===== config.mk =====
export PLATFORM = sky130hd
export DESIGN_NAME = cis_cds_accumulator
export DESIGN_NICKNAME = d
export VERILOG_FILES = /design/src/rtl/cis_cds_accumulator.sv
export SDC_FILE = /design/constraint.sdc
export NUM_CORES = 1
export LEC_CHECK = 0
export BUFFER_PORTS_ARGS = -buffer_cell sky130_fd_sc_hd__buf_2
export CORE_MARGIN = 2
export CORE_UTILIZATION = 40
export DETAILED_ROUTE_END_ITERATION = 12
export HOLD_SLACK_MARGIN = 0.03
export SLEW_MARGIN = 40
export SYNTH_ARGS = -nofsm -noshare
export SYNTH_HDL_FRONTEND = slang
export SYNTH_SLANG_ARGS = --single-unit

===== constraint.sdc =====
create_clock -name clk -period 8.05 [get_ports clk]
set_clock_uncertainty 0.05 [all_clocks]
set_input_delay 0.805 -clock clk [delete_from_list [all_inputs] [get_ports clk]]
set_output_delay 0.805 -clock clk [all_outputs]
set_load 0.005 [all_outputs]

===== src/rtl/cis_cds_accumulator.sv =====
// Skipper CDS accumulator: pairs baseline/signal strobes with ADC samples and sums (base - sig) per pixel.
// Build option: define CDS_SATURATE_EN to clamp the accumulator instead of letting it wrap.
module cis_cds_accumulator #(
    parameter int ADC_WIDTH = 16,
    parameter int SKIP_W    = 10,
    parameter int ACC_WIDTH = 28
) (
    input  logic                 clk,
    input  logic                 reset_n,
    input  logic                 integration,
    input  logic                 smp_base,
    input  logic                 smp_sig,
    input  logic [SKIP_W-1:0]    skip_samples,
    input  logic [ADC_WIDTH-1:0] adc_data,
    input  logic                 adc_valid,
    output logic [ACC_WIDTH-1:0] pix_data,
    output logic [SKIP_W:0]      pix_nsamp,
    output logic                 pix_valid,
    input  logic                 pix_ready,
    output logic                 seq_err,
    output logic                 overrun
);

    typedef enum logic [1:0] {IDLE, WAIT_BASE, WAIT_SIG, OUTPUT} state_t;

    state_t                 state_reg, state_next;
    logic                   int_prev_reg, base_prev_reg, sig_prev_reg;
    logic                   base_armed_reg, base_armed_next;
    logic                   sig_armed_reg, sig_armed_next;
    logic [ADC_WIDTH-1:0]   base_reg, base_next;
    logic [SKIP_W:0]        n_tgt_reg, n_tgt_next;
    logic [SKIP_W:0]        cnt_reg, cnt_next;
    logic [ACC_WIDTH-1:0]   acc_reg, acc_next;
    logic [ACC_WIDTH-1:0]   pix_data_reg, pix_data_next;
    logic [SKIP_W:0]        pix_nsamp_reg, pix_nsamp_next;
    logic                   pix_valid_reg, pix_valid_next;
    logic                   seq_err_reg, seq_err_next;
    logic                   overrun_reg, overrun_next;

    logic int_rise, int_fall, base_rise, sig_rise;
    logic base_arm_eff, sig_arm_eff;
    logic [ADC_WIDTH:0]     diff;
    logic [ACC_WIDTH-1:0]   diff_ext;
    logic [ACC_WIDTH-1:0]   acc_sum;
    logic [SKIP_W:0]        cnt_inc;

    assign int_rise  = integration & ~int_prev_reg;
    assign int_fall  = ~integration & int_prev_reg;
    assign base_rise = smp_base & ~base_prev_reg;
    assign sig_rise  = smp_sig & ~sig_prev_reg;

    // A capture may happen on the strobe's own rise cycle; an integration rise cancels any arming.
    assign base_arm_eff = ~int_rise & (base_armed_reg | base_rise);
    assign sig_arm_eff  = ~int_rise & (sig_armed_reg | sig_rise);

    assign diff     = {1'b0, base_reg} - {1'b0, adc_data};
    assign diff_ext = {{(ACC_WIDTH-ADC_WIDTH-1){diff[ADC_WIDTH]}}, diff};
    assign cnt_inc  = cnt_reg + {{SKIP_W{1'b0}}, 1'b1};

`ifdef CDS_SATURATE_EN
    logic [ACC_WIDTH:0] sum_full;
    assign sum_full = {acc_reg[ACC_WIDTH-1], acc_reg} + {diff_ext[ACC_WIDTH-1], diff_ext};
    always_comb begin
        acc_sum = sum_full[ACC_WIDTH-1:0];
        if (sum_full[ACC_WIDTH] != sum_full[ACC_WIDTH-1]) begin
            acc_sum = sum_full[ACC_WIDTH] ? {1'b1, {(ACC_WIDTH-1){1'b0}}}
                                          : {1'b0, {(ACC_WIDTH-1){1'b1}}};
        end
    end
`else
    assign acc_sum = acc_reg + diff_ext;
`endif

    always_comb begin
        state_next      = state_reg;
        base_armed_next = 1'b0;
        sig_armed_next  = 1'b0;
        base_next       = base_reg;
        n_tgt_next      = n_tgt_reg;
        cnt_next        = cnt_reg;
        acc_next        = acc_reg;
        pix_data_next   = pix_data_reg;
        pix_nsamp_next  = pix_nsamp_reg;
        pix_valid_next  = pix_valid_reg;
        seq_err_next    = seq_err_reg;
        overrun_next    = overrun_reg;

        if (int_fall) begin
            // A fresh readout always wins; any unfinished or unconsumed pixel is discarded.
            if (state_reg != IDLE) overrun_next = 1'b1;
            state_next     = WAIT_BASE;
            n_tgt_next     = {1'b0, skip_samples} + {{SKIP_W{1'b0}}, 1'b1};
            cnt_next       = '0;
            acc_next       = '0;
            pix_valid_next = 1'b0;
        end else begin
            case (state_reg)
                WAIT_BASE: begin
                    if (sig_rise) seq_err_next = 1'b1;
                    if (adc_valid && base_arm_eff) begin
                        base_next  = adc_data;
                        state_next = WAIT_SIG;
                    end else begin
                        base_armed_next = base_arm_eff;
                    end
                end
                WAIT_SIG: begin
                    if (adc_valid && base_arm_eff) begin
                        base_next      = adc_data;
                        sig_armed_next = sig_arm_eff;
                    end else if (adc_valid && sig_arm_eff) begin
                        acc_next = acc_sum;
                        cnt_next = cnt_inc;
                        if (cnt_inc == n_tgt_reg) begin
                            state_next     = OUTPUT;
                            pix_data_next  = acc_sum;
                            pix_nsamp_next = cnt_inc;
                            pix_valid_next = 1'b1;
                        end else begin
                            state_next = WAIT_BASE;
                        end
                    end else begin
                        base_armed_next = base_arm_eff;
                        sig_armed_next  = sig_arm_eff;
                    end
                end
                OUTPUT: begin
                    if (pix_valid_reg && pix_ready) begin
                        pix_valid_next = 1'b0;
                        state_next     = IDLE;
                    end
                end
                default: ;
            endcase
        end
    end

    always_ff @(posedge clk or negedge reset_n) begin
        if (!reset_n) begin
            state_reg      <= IDLE;
            int_prev_reg   <= 1'b0;
            base_prev_reg  <= 1'b0;
            sig_prev_reg   <= 1'b0;
            base_armed_reg <= 1'b0;
            sig_armed_reg  <= 1'b0;
            base_reg       <= '0;
            n_tgt_reg      <= '0;
            cnt_reg        <= '0;
            acc_reg        <= '0;
            pix_data_reg   <= '0;
            pix_nsamp_reg  <= '0;
            pix_valid_reg  <= 1'b0;
            seq_err_reg    <= 1'b0;
            overrun_reg    <= 1'b0;
        end else begin
            state_reg      <= state_next;
            int_prev_reg   <= integration;
            base_prev_reg  <= smp_base;
            sig_prev_reg   <= smp_sig;
            base_armed_reg <= base_armed_next;
            sig_armed_reg  <= sig_armed_next;
            base_reg       <= base_next;
            n_tgt_reg      <= n_tgt_next;
            cnt_reg        <= cnt_next;
            acc_reg        <= acc_next;
            pix_data_reg   <= pix_data_next;
            pix_nsamp_reg  <= pix_nsamp_next;
            pix_valid_reg  <= pix_valid_next;
            seq_err_reg    <= seq_err_next;
            overrun_reg    <= overrun_next;
        end
    end

    assign pix_data  = pix_data_reg;
    assign pix_nsamp = pix_nsamp_reg;
    assign pix_valid = pix_valid_reg;
    assign seq_err   = seq_err_reg;
    assign overrun   = overrun_reg;

endmodule


==> out/metrics.cfg <==
[run_status]
outcome = finished, final reports clean

[yosys]
async_reset_ff_frac = 1.00
synthTopCellsByArea = dfrtp_1 40%, ha_1 9.0%, nand2_1 6.3%, xnor2_1 5.3%, mux2_4 5.3%
synth_edf_count = 0
ys.flop_type = dfrtp_1
yosys_warnings = 0
yosys_register_bits = 115
synth_top_area_share = 0.404
syn_area_sq_um = 7130
synth_cell_types = 54
synth_cells = 760
synth_nets = 846
avgSynthCellArea_sq_um = 9.38
yosys.area.top_type = dfrtp_1
ys_seq_area_frac = 0.404

[pwr]
power_density_nw_per_um2 = 331
p_leak_nw = 4.17
ir_drop_mv = 0.182

[global_route]
grt_pass1_vias = 5283
grt_start_max_net_pins = 60
antenna_found_initial = 0
grtUsageTotal = 0.176
grt_pass1_wl_microns = 26000
overflow = 0

[floorplanning]
fp.dieH_microns = 137
row_count = 48
start_util = 0.411
die_area_sq_um = 18900
die_w_microns = 137
io_pins = 75
coreArea_sq_um = 17400

[critical_path]
critPathLaunchType = primary input
reg2reg_from = base_reg[1]$_DFFE_PN0P_
cp-end-kind = flop
path_max_fanout = 6
crit_type = primary input to flop
cp_data_required_time_ns = 8.27
r2r_slack_ns = 3.30
cp.arrival_ns = 5.12
r2r-end = acc_reg[24]$_DFFE_PN0P_
reg2regPathDepth = 19

[placement]
dpl_cell_area_sq_um = 7720
port-buffer-count = 74
hpwl_microns = 11000
gp_congestion = 0.869

[flow_run]
maxCapViolations = 0

[cts]
ctsHoldBuffers = 0
ctsResizeCount = 0
cts.htree.levels = 4
cts_tree = built
cts.clk_slew.worst_paths_ns = 0.06
root_buffer = clkbuf_16
cts.path.max_buffers = 2
cts.sinks = 115
post_cts_buffers = 0
numCtsBuffers = 17
insertion_delay_ns = 0.42

[sta]
fmax_mhz = 204
final_max_slew_viol_count = 0
hold_viol_final = 0
tns_ns = 0
worst_pin_slew_ns = 0.647
timing.final.crit_period_ns = 4.90
slew-limit-headroom = 0.569
fin_crit_sh = 0.609
rsz0062_at_grt = false
setup_viol = 0

[cells_and_area]
finalNetCount = 919
final_layout_size_suffix_gt1_frac = 0.180
final_area_sq_um = 8330
finish.utilization = 0.480
insertedDiodeCount = 0
area_growth_pct = 16.9

[routing]
wirelength_microns = 15700
drtAntennaViolNets = 0
drc = 0
drt_first_pass_iters = 7
viasPerCell = 5.18
avgRoutedWirePerCell_microns = 14.7
num_vias = 5547
drtIter0Drc = 244

[hold_path]
hold_class = primary input to async pin

[Yosys cell counts, drive strengths merged (3+ instances only)]
| master | number |
|---|---|
| o22ai | 3 |
| nand2b | 10 |
| a31oi | 4 |
| a21o | 15 |
| clkbuf | 20 |
| a211oi | 11 |
| and3 | 8 |
| nand2 | 120 |
| a31o | 3 |
| o21ai | 69 |
| xnor2 | 43 |
| o31ai | 4 |
| dfrtp | 115 |
| xor2 | 27 |
| o21bai | 4 |
| nor3 | 11 |
| o21a | 4 |
| or2 | 3 |
| a211o | 3 |
| nor2b | 9 |
| ha | 51 |
| nand3 | 24 |
| buf | 5 |
| inv | 31 |
| nor2 | 40 |
| or3 | 6 |
| and2 | 3 |
| a21oi | 55 |
| o221ai | 3 |
| mux2 | 28 |
[layout make-up]
class	count	area, sq um
sequential	115	2880
fill	1626	9020
inverter	31	116
timing repair buffer	79	430
tap	225	282
multi-input combinational	589	4020
clock inverter	11	160
clock buffer	20	447
[layout by cell type (no fill, tap or decap), drive strengths merged, types with 3 or more instances in the layout]
cell type and n:
and3 8, nand2 120, o21ai 69, o221ai 3
mux2 28, o22ai 3, a211oi 11, nor2 40
buf 79, a211o 3, and2 3, o21a 4
nand3 24, or2 3, ha 51, nand2b 10
a31oi 4, xor2 27, a21o 15, nor2b 9
xnor2 43, or3 6, dfrtp 115, a31o 3
a21oi 55, bufinv 4, clkinv 5, clkbuf 20
o31ai 4, inv 31, o21bai 4, nor3 11
[per-layer routing]
metal	track usage	share of wire
met5	0	0
met1	0.247	0.50
met2	0.270	0.45
met3	0.0386	0.041
met4	0.0556	0.012
[worst max-delay path, stage by stage]
cell	delay, ns
buf_2	0.11
inv_1	0.06
ha_1	0.27
nor2b_1	0.11
o21ai_0	0.10
a21boi_0	0.24
o21ai_0	0.18
a211oi_1	0.38
nor3_1	0.15
o41ai_1	0.37
a21oi_1	0.13
xnor2_1	0.21
ha_1	0.33
a21oi_1	0.20
o21ai_0	0.15
a21o_1	0.19
a311o_1	0.40
and3_1	0.21
a2111oi_0	0.26
o21bai_1	0.19
a211oi_1	0.09
[per-stage QoR]
stage	hold WS, ns	total power, mW	std cells	worst slack [ns]
CTS	0.423	2.78	1070	3.18
global placement	0.408	1.97	1038	2.83
finish	0.292	2.76	1070	3.15
detailed placement	0.407	1.98	1039	2.73
global route	0.347	2.98	1070	2.61
floorplan	0.404	1.69	760	3.31
[worst max path at each step]
| stage | depth (start not counted) | from | end | slack, ns |
|---|---|---|---|---|
| floorplan | 18 | adc_data[2] | acc_reg[24]$_DFFE_PN0P_ | 3.31 |
| global placement | 21 | adc_data[1] | acc_reg[24]$_DFFE_PN0P_ | 2.83 |
| detailed placement | 21 | adc_data[1] | acc_reg[24]$_DFFE_PN0P_ | 2.73 |
| CTS | 21 | adc_data[1] | acc_reg[24]$_DFFE_PN0P_ | 3.18 |
| global route | 22 | adc_data[1] | acc_reg[24]$_DFFE_PN0P_ | 2.61 |
| finish | 21 | adc_data[1] | acc_reg[24]$_DFFE_PN0P_ | 3.15 |
[cells by family after synthesis]
logic type	Yosys count	synth area share
buf+inv	56	0.0339
compound gates	198	0.169
fa+ha+maj	53	0.0952
simple gates	240	0.155
xor+xnor	70	0.0860
mux	28	0.0574
flops	115	0.404
[where the power goes]
group,leakage (nW),switching [mW],total (mW),internal (mW)
clock network,0.295,0.271,0.791,0.520
registers,1.54,0.0481,0.701,0.652
logic,2.33,0.744,1.27,0.524
total,4.17,1.06,2.76,1.70
Power figures use the tool's default switching activity.
